==> src/rtl/result_tx_sequencer_pkg.sv <==
// Shared state encoding and sizing helpers for the result byte sequencer.
// The CHECKSUM state only exists when TX_CHECKSUM_EN is defined.
package tx_seq_pkg;

    localparam int BYTE_W = 8;

    function automatic int num_bytes(input int width);
        return (width + BYTE_W - 1) / BYTE_W;
    endfunction

    // Width of the byte_count port: must hold 0..NUM_BYTES.
    function automatic int count_width(input int width);
        return $clog2(num_bytes(width) + 1);
    endfunction

    typedef enum logic [2:0] {
        IDLE,
        ISSUE,
        WAIT_ACK,
        WAIT_DONE,
        GAP,
        DONE
`ifdef TX_CHECKSUM_EN
        , CHECKSUM
`endif
    } state_t;

endpackage

==> src/rtl/result_tx_sequencer_byte_shift_reg.sv <==
// Holds the padded, send-ordered result word and presents it one byte at a time.
// With TX_CHECKSUM_EN it also keeps a running XOR of the bytes already sent.
module tx_byte_shift_reg
    import tx_seq_pkg::*;
#(
    parameter int  RESULT_WIDTH = 32,
    parameter bit  LSB_FIRST    = 1'b0,
    localparam int NUM_BYTES    = num_bytes(RESULT_WIDTH),
    localparam int PAD_W        = NUM_BYTES * BYTE_W,
    localparam int COUNT_W      = count_width(RESULT_WIDTH)
) (
    input  logic                    i_clk,
    input  logic                    i_reset,
    input  logic                    i_load,
    input  logic [RESULT_WIDTH-1:0] i_word,
    input  logic [COUNT_W-1:0]      i_count,
    input  logic                    i_advance,
    output logic [7:0]              o_first_byte,
    output logic [7:0]              o_next_byte
`ifdef TX_CHECKSUM_EN
    ,
    output logic [7:0]              o_checksum
`endif
);

    logic [PAD_W-1:0] w_padded;
    logic [PAD_W-1:0] w_reversed;
    logic [PAD_W-1:0] w_ordered;
    logic [PAD_W-1:0] r_shift;

    assign w_padded = PAD_W'(i_word);

    generate
        for (genvar gi = 0; gi < NUM_BYTES; gi++) begin : g_reverse
            assign w_reversed[gi*BYTE_W +: BYTE_W] = w_padded[(NUM_BYTES-1-gi)*BYTE_W +: BYTE_W];
        end
    endgenerate

    // The byte to send next always sits in the top lane; MSB-first words are
    // left-aligned so that only the low i_count bytes are ever presented.
    always_comb begin
        w_ordered = w_reversed;
        if (!LSB_FIRST) begin
            w_ordered = w_padded << (BYTE_W * (NUM_BYTES - int'(i_count)));
        end
    end

    always_ff @(posedge i_clk or posedge i_reset) begin
        if (i_reset) begin
            r_shift <= '0;
        end else if (i_load) begin
            r_shift <= w_ordered;
        end else if (i_advance) begin
            r_shift <= r_shift << BYTE_W;
        end
    end

    assign o_first_byte = w_ordered[PAD_W-1 -: BYTE_W];

    generate
        if (NUM_BYTES > 1) begin : g_next
            assign o_next_byte = r_shift[PAD_W-BYTE_W-1 -: BYTE_W];
        end else begin : g_no_next
            assign o_next_byte = '0;
        end
    endgenerate

`ifdef TX_CHECKSUM_EN
    logic [7:0] r_xor;

    always_ff @(posedge i_clk or posedge i_reset) begin
        if (i_reset) begin
            r_xor <= '0;
        end else if (i_load) begin
            r_xor <= '0;
        end else if (i_advance) begin
            r_xor <= r_xor ^ r_shift[PAD_W-1 -: BYTE_W];
        end
    end

    // Includes the byte currently on the line, so it is final at the last advance.
    assign o_checksum = r_xor ^ r_shift[PAD_W-1 -: BYTE_W];
`endif

endmodule

==> src/rtl/result_tx_sequencer.sv <==
// Serialises one result word into UART bytes and reports completion with tx_sent.
// Defining TX_CHECKSUM_EN appends an XOR checksum byte after the data bytes.
module result_tx_sequencer
    import tx_seq_pkg::*;
#(
    parameter int  RESULT_WIDTH   = 32,
    parameter bit  LSB_FIRST      = 1'b0,
    parameter int  INTER_BYTE_GAP = 0,
    localparam int NUM_BYTES      = num_bytes(RESULT_WIDTH),
    localparam int COUNT_W        = count_width(RESULT_WIDTH)
) (
    input  logic                    i_clk,
    input  logic                    i_reset,
    input  logic                    i_start,
    input  logic [RESULT_WIDTH-1:0] i_result,
    input  logic [COUNT_W-1:0]      i_byte_count,
    input  logic                    i_tx_busy,
    output logic [7:0]              o_tx_data,
    output logic                    o_tx_start_byte,
    output logic                    o_tx_sent,
    output logic                    o_busy,
    output logic                    o_overrun
);

    localparam logic [COUNT_W-1:0] NUM_BYTES_C = COUNT_W'(NUM_BYTES);
    localparam logic [7:0] GAP_LOAD = (INTER_BYTE_GAP > 0) ? 8'(INTER_BYTE_GAP - 1) : 8'd0;
    localparam state_t AFTER_BYTE = (INTER_BYTE_GAP > 0) ? GAP : ISSUE;

    state_t             r_state;
    logic [COUNT_W-1:0] r_remaining;
    logic [7:0]         r_gap_cnt;
    logic [7:0]         r_tx_data;
    logic               r_tx_start_byte;
    logic               r_tx_sent;
    logic               r_busy;
    logic               r_overrun;

    logic [COUNT_W-1:0] w_eff_count;
    logic               w_accept;
    logic               w_advance;
    logic [7:0]         w_first_byte;
    logic [7:0]         w_next_byte;

    always_comb begin
        w_eff_count = i_byte_count;
        if (i_byte_count == '0 || i_byte_count > NUM_BYTES_C) begin
            w_eff_count = NUM_BYTES_C;
        end
    end

    // busy stays high through the tx_sent cycle, so a start there is refused.
    assign w_accept  = i_start && (r_state == IDLE) && !r_busy;
    assign w_advance = (r_state == WAIT_DONE) && !i_tx_busy;

`ifdef TX_CHECKSUM_EN
    logic       r_csum_phase;
    logic [7:0] w_checksum;
`endif

    tx_byte_shift_reg #(
        .RESULT_WIDTH (RESULT_WIDTH),
        .LSB_FIRST    (LSB_FIRST)
    ) u_shift (
        .i_clk        (i_clk),
        .i_reset      (i_reset),
        .i_load       (w_accept),
        .i_word       (i_result),
        .i_count      (w_eff_count),
        .i_advance    (w_advance),
        .o_first_byte (w_first_byte),
        .o_next_byte  (w_next_byte)
`ifdef TX_CHECKSUM_EN
        ,
        .o_checksum   (w_checksum)
`endif
    );

    always_ff @(posedge i_clk or posedge i_reset) begin
        if (i_reset) begin
            r_state         <= IDLE;
            r_remaining     <= '0;
            r_gap_cnt       <= '0;
            r_tx_data       <= '0;
            r_tx_start_byte <= 1'b0;
            r_tx_sent       <= 1'b0;
            r_busy          <= 1'b0;
            r_overrun       <= 1'b0;
`ifdef TX_CHECKSUM_EN
            r_csum_phase    <= 1'b0;
`endif
        end else begin
            r_tx_start_byte <= 1'b0;
            r_tx_sent       <= 1'b0;
            if (i_start && !w_accept) begin
                r_overrun <= 1'b1;
            end

            case (r_state)
                IDLE: begin
                    r_busy <= 1'b0;
                    if (w_accept) begin
                        r_busy      <= 1'b1;
                        r_overrun   <= 1'b0;
                        r_tx_data   <= w_first_byte;
                        r_remaining <= w_eff_count;
`ifdef TX_CHECKSUM_EN
                        r_csum_phase <= 1'b0;
`endif
                        // Idle UART: strobe straight away so the first byte leaves one cycle after start.
                        if (!i_tx_busy) begin
                            r_tx_start_byte <= 1'b1;
                            r_state         <= WAIT_ACK;
                        end else begin
                            r_state <= ISSUE;
                        end
                    end
                end

                ISSUE: begin
                    if (!i_tx_busy) begin
                        r_tx_start_byte <= 1'b1;
                        r_state         <= WAIT_ACK;
                    end
                end

                WAIT_ACK: begin
                    if (i_tx_busy) begin
                        r_state <= WAIT_DONE;
                    end
                end

                WAIT_DONE: begin
                    if (!i_tx_busy) begin
                        if (r_remaining > COUNT_W'(1)) begin
                            r_remaining <= r_remaining - COUNT_W'(1);
                            r_tx_data   <= w_next_byte;
                            r_gap_cnt   <= GAP_LOAD;
                            r_state     <= AFTER_BYTE;
                        end else begin
                            r_remaining <= '0;
`ifdef TX_CHECKSUM_EN
                            if (!r_csum_phase) begin
                                r_csum_phase <= 1'b1;
                                r_tx_data    <= w_checksum;
                                r_state      <= CHECKSUM;
                            end else begin
                                r_state <= DONE;
                            end
`else
                            r_state <= DONE;
`endif
                        end
                    end
                end

`ifdef TX_CHECKSUM_EN
                CHECKSUM: begin
                    r_gap_cnt <= GAP_LOAD;
                    r_state   <= AFTER_BYTE;
                end
`endif

                GAP: begin
                    if (r_gap_cnt == 8'd0) begin
                        r_state <= ISSUE;
                    end else begin
                        r_gap_cnt <= r_gap_cnt - 8'd1;
                    end
                end

                DONE: begin
                    r_tx_sent <= 1'b1;
                    r_state   <= IDLE;
                end

                default: r_state <= IDLE;
            endcase
        end
    end

    assign o_tx_data       = r_tx_data;
    assign o_tx_start_byte = r_tx_start_byte;
    assign o_tx_sent       = r_tx_sent;
    assign o_busy          = r_busy;
    assign o_overrun       = r_overrun;

endmodule

==> config.mk <==
export PLATFORM = sky130hd
export DESIGN_NAME = result_tx_sequencer
export DESIGN_NICKNAME = d
export VERILOG_FILES = /design/src/rtl/result_tx_sequencer_pkg.sv /design/src/rtl/result_tx_sequencer_byte_shift_reg.sv /design/src/rtl/result_tx_sequencer.sv
export SDC_FILE = /design/constraint.sdc
export NUM_CORES = 1
export LEC_CHECK = 0
export ABC_AREA = 1
export CORE_MARGIN = 4
export CORE_UTILIZATION = 55
export CTS_CLUSTER_DIAMETER = 80
export DETAILED_ROUTE_END_ITERATION = 8
export GPL_ROUTABILITY_DRIVEN = 0
export PLACE_DENSITY = 0.81
export SYNTH_ARGS = -nofsm -noshare
export SYNTH_HDL_FRONTEND = slang
export SYNTH_HIERARCHICAL = 1
export SYNTH_SLANG_ARGS = --single-unit
==> constraint.sdc <==
create_clock -name i_clk -period 1.9 [get_ports i_clk]
set_input_delay 0.285 -clock i_clk [delete_from_list [all_inputs] [get_ports i_clk]]
set_output_delay 0.285 -clock i_clk [all_outputs]
set_load 0.01 [all_outputs]
; Yosys cells after proc, flatten, opt, wreduce, memory -nomap -nowiden
; Index checks and enable logic that the tools add are counted.
[classes]
addsub = 3
order_cmp = 2
eq_ne = 12
shift = 1
n_mux = 31
reduce_logical = 18
[ops]
columns = cell, n
row1 = $mux 24, 2
row2 = $mux 8, 6
row3 = $pmux 8 s2, 2
row4 = $shl 32x32->32, 1
row5 = $mux 3, 10
row6 = $pmux 3 s5, 1
row7 = $ne 2x2->1 const B, 6
row8 = $logic_not 8->1, 1
row9 = $reduce_and 4->1, 2
row10 = $sub 8x1->8 const B, 1
row11 = $mux 1, 7
row12 = $eq 3x2->1 const B, 2
row13 = $eq 3x3->1 const B, 2
row14 = $logic_not 3->1, 2
row15 = $pmux 3 s2, 1
row16 = $reduce_bool 2->1, 3
row17 = $reduce_and 5->1, 1
row18 = $logic_and 1x1->1, 4
row19 = $sub 3x3->4 const A, 1
row20 = $eq 3x1->1 const B, 1
row21 = $gt 3x1->1 const B, 1
row22 = $gt 3x3->1 const B, 1
row23 = $logic_not 1->1, 3
row24 = $reduce_and 3->1, 1
row25 = 5 further kinds, 5
[word_totals]
regBits = 50
in_bits = 39
out_inout_bits = 12
elab_cells = 76

; Longest topological paths before layout
[depth]
ltp_word = 8
depth_mapped = 17
ltp_nobuf = 15

; Modules after synthesis
; Netlist, hierarchy kept.
[by_module_without_submodules]
columns = module, n_inst, cells_each, area_per_inst_um2, seq_area_each_um2
row1 = tx_byte_shift_reg, 1, 277, 1776.7, 600.6
row2 = result_tx_sequencer, 1, 235, 1611.5, 650.6

; Worst setup path before layout
; OpenSTA, ideal clock, no wires.
[synth_timing]
path_type = input-to-reg
startpoint = in i_byte_count[1]
endpoint = reg r_tx_data[7] (netlist: o_tx_data[7])
setup_time_ps = 65
arrival_ps = 2439
required_ps = 1835
path_slack_ps = -605
cell_stages = 17
path_buffers = 4
path_cell_list = inv_1 -> nand2_1 -> ha_1 -> nor2_1 -> buf_6 -> inv_2 -> buf_2 -> ha_1 -> clkbuf_2 -> inv_1 -> clkbuf_1 -> a21oi_1 -> nor3_1 -> nand2_1 -> nand2_1 -> nand3_1 -> nand2_1
[synth_via]
elab_chain_cells = 7
word_cells_on_any_way = 8
cone_classes = add/sub: 1 / order compare: 1 / shift: 1 / mux: 3 / reduce/logical: 2
[synth_rtl]
columns = element, line_no
row1 = from (decl), result_tx_sequencer.sv:16  ; input logic [COUNT_W-1:0] i_byte_count,
row2 = $gt 3x3->1 or $logic_not 3->1 (tied branches), result_tx_sequencer.sv:46  ; if (i_byte_count == '0 || i_byte_count > NUM_BYTES_C) begin
row3 = $logic_or 1x1->1 (*), result_tx_sequencer.sv:46
row4 = $mux 3 (*), result_tx_sequencer.sv:46
row5 = via w_eff_count[0], result_tx_sequencer.sv:38  ; logic [COUNT_W-1:0] w_eff_count;
row6 = $sub 3x3->4 (*), result_tx_sequencer_byte_shift_reg.sv:44  ; w_ordered = w_padded << (BYTE_W * (NUM_BYTES - int'(i_count)));
row7 = $shl 32x32->32 (*), result_tx_sequencer_byte_shift_reg.sv:44
row8 = via w_first_byte[7], result_tx_sequencer.sv:41  ; logic [7:0] w_first_byte;
row9 = $mux 8 (*), result_tx_sequencer.sv:101  ; if (w_accept) begin
row10 = $pmux 8 s2 (*), result_tx_sequencer.sv:98  ; case (r_state)
row11 = to (signal assigned), result_tx_sequencer.sv:104  ; r_tx_data <= w_first_byte;
row12 = to (signal assigned), result_tx_sequencer.sv:136  ; r_tx_data <= w_next_byte;
row13 = to (decl), result_tx_sequencer.sv:32  ; logic [7:0] r_tx_data;
; The timed path passes the listed nets; every way through them passes the cells marked *. The select of a mux whose other input is x is not followed.
; A chain may end at the register's enable or synchronous reset.

; Final worst setup path
[layout_timing]
startpoint = in i_byte_count[2]
endpoint = reg r_tx_data[1] (netlist: o_tx_data[1])
; Same word-level chain as after synthesis.

==> flow_summary.ini <==
[outcome]
status = finished, final reports clean

[logic_synthesis]
synth-seq-area-share_pct = 36.9
syn-num-nets = 557
synthMuxAreaShare_pct = 0
syn_area_per_cell_um2 = 6.62
synth_compound_area_share_pct = 13.3
syn-cell-area_mm2 = 0.00339
synth_cells = 512
synth-xor-area-share_pct = 0.517
synth-edff-count = 0
synth_flop_cell = dfrtp_1
synthAdderAreaFrac_pct = 2.22
async_flop_share_pct = 100
yosys_warnings = 6
synth_cell_types = 36
ys_ff_latch = 50
synth_top_family_by_area = simple AND/OR/NAND/NOR gates
synth-simple-area-share_pct = 36.9

[setup_path]
cp_num_buf_inv = 6
crit_path_frequent_cell = nand2_1
crit_fanout = 4
cp_data_required_time_ps = 2160
critPathMaxStageDelay_ps = 280
start_kind = primary input
path_cells = dlygate4sd2_1, inv_2, ha_4, nor2_4, buf_6, o21ai_4, buf_12, buf_16, nand2_1, inv_2, o21ai_1, nor2_1, nand2_1, nand2_1, nand3_1, nand2_1
path_class = in -> reg
arrival_ps = 2100
crit_family = buffers and inverters
critPathCaptureType = flop
critical-path-slowest-cell = ha_4

[floorplan]
die_h_um = 86.5
start_util_pct = 56.9
row_count = 28
core_mm2 = 0.00596
die_area_mm2 = 0.00748
dieWidth_um = 86.5
io_pins = 51

[final_layout]
fill_cells = 441
syn2layout_area_growth_pct = 32.5
multi_input_area_mm2 = 0.00189
final_common_cell = nand2_1
layout_common_cells = nand2_1 (191), nor2_1 (53), dfrtp_1 (50), clkdlybuf4s50_1 (47), buf_4 (41)
utilization_pct = 75.4
drive_gt1_share_pct = 17.8
nets = 638
seq_area_mm2 = 0.00125
antennaDiodeCount = 0

[grt]
grt_pass1_vias = 3513
grt_max_degree = 27
antenna_found_initial = 0
grt_pass1_wl_mm = 16.0
grt-ovfl-total = 0
gr-usage-all-layers_pct = 26.9

[job]
max_cap_viol_count = 0

[timing]
slew_headroom_pct = 75.8
fin_crit_sh_pct = 97.1
hold_viol = 0
fin_tns_setup_ps = 0
finalClockSkew_ps = 11.5
layout_min_cycle_time_ps = 1850
setup_viol = 0
fmax_mhz = 542
worstMarginPinSlew_ps = 363
maxSlewViolCount = 0
setup_ws_ps = 54.2

[detailed_routing]
dr_total_vias = 3631
drt.antenna.violating_nets = 0
remaining_drc_errors = 0
via_per_inst = 5.43
wl_per_cell_um = 14.3
first_iter_violations = 268
totalWireLength_mm = 9.59
drt_first_pass_iters = 5

[clocking]
clock-sinks = 50
cts_root_buf = clkbuf_8
path_clk_slew_ps = 90
clkLatencyLatePin_ps = 310
cts_tree = built
cts_buffer_depth = 2
cts_inserted_buffers = 5
cts_max_level = 2

[hold_path]
min_path_type = in -> async

[power]
peakVddDrop_mv = 0.886
powerDensity_mw_per_mm2 = 1300
leakagePower_nw = 2.32

[placement]
port_buffers = 50
dp_hpwl_mm = 7.14
post-place-ws_ps = -628
==> registers in the layout (all words and copies together) (netlist names) <==
| name | flops |
|---|---|
| r_gap_cnt | 8 |
| r_remaining | 3 |
| o_busy | 1 |
| u_shift/r_shift | 24 |
| o_tx_data | 8 |
| o_tx_sent | 1 |
| o_tx_start_byte | 1 |
| r_state | 3 |
| o_overrun | 1 |
==> power by group <==
group	internal, W	switching, W	leakage (nW)
registers	0.00150	0.000298	0.641
clock network	0.000393	0.000355	0.0514
logic	0.00130	0.00199	1.63
==> worst paths after layout <==
path | from | end | slack [ps] | depth (start not counted)
min in group i_clk | u_shift/r_shift[13] | u_shift/r_shift[13] | 480 | 2
max | i_byte_count[2] | o_tx_data[1] | 50 | 16
min | i_reset | u_shift/r_shift[23] | 340 | 3
max reg2reg | r_state[2] | u_shift/r_shift[16] | 100 | 9
min reg2reg | u_shift/r_shift[13] | u_shift/r_shift[13] | 480 | 2
max in group asynchronous | i_reset | r_gap_cnt[2] | 1280 | 3
==> synth_stat cells (2+ instances only) <==
library cell	number	share of area [%]
o21ai_2	2	0.52
nor3_1	4	0.59
dfrtp_1	50	37
ha_1	6	2.2
nand2_2	7	1.3
nand3_1	28	4.1
nor2_4	5	1.7
buf_4	12	2.7
nand2_4	2	0.66
inv_1	44	4.9
buf_6	2	0.66
o22ai_1	4	0.74
buf_2	5	0.74
nand2_1	194	21
inv_2	6	0.66
o21ai_1	3	0.44
nor2_1	55	6.1
o21ai_0	39	5.8
clkbuf_1	3	0.33
a211oi_1	2	0.44
a21oi_1	24	3.5
==> final cells by class <==
cell class	count	share of cell area [%]
clock buffers	6	1.62
clock inverters	2	0.836
inverters	50	4.79
multi-input cells	388	42.0
flip-flops and latches	50	27.9
well taps	75	2.09
repair buffers	98	20.8
==> worst min-delay path: cells and delay by family <==
kind | cells | cell delay [ps]
buffers and inverters | 3 | 770
==> through the flow <==
stage                     instance area [um2]  total power [W]  hold slack, ps  std cells
after detailed placement                 4280          0.00495             465        657
after global routing                     4490          0.00636             382        669
after global placement                   4280          0.00481             455        657
after CTS                                4500          0.00579             353        670
after floorplan                          3510          0.00407             300        512
final                                    4490          0.00584             345        669
==> cells by family after synthesis <==
family	Yosys count
simple gates	299
compound gates	81
buf+inv	74
flops	50
fa+ha+maj	6
xor+xnor	2
==> per-layer routing <==
layer	up-vias	track usage (%)	share of wire [%]
li1	1769	-	-
met1	1646	34.1	39
met2	194	47.6	50
met3	22	4.28	8.8
met4	0	7.08	1.8
met5	-	0	0
==> repair_timing <==
item                       CTS  global route
buffers inserted             4             0
setup endpoints to repair   32            26
gates resized for setup     19            10
gates cloned                 2             0
hold buffers                 0             0
pin swaps                   11             6
Note: power is estimated with default switching activity, not from simulation.
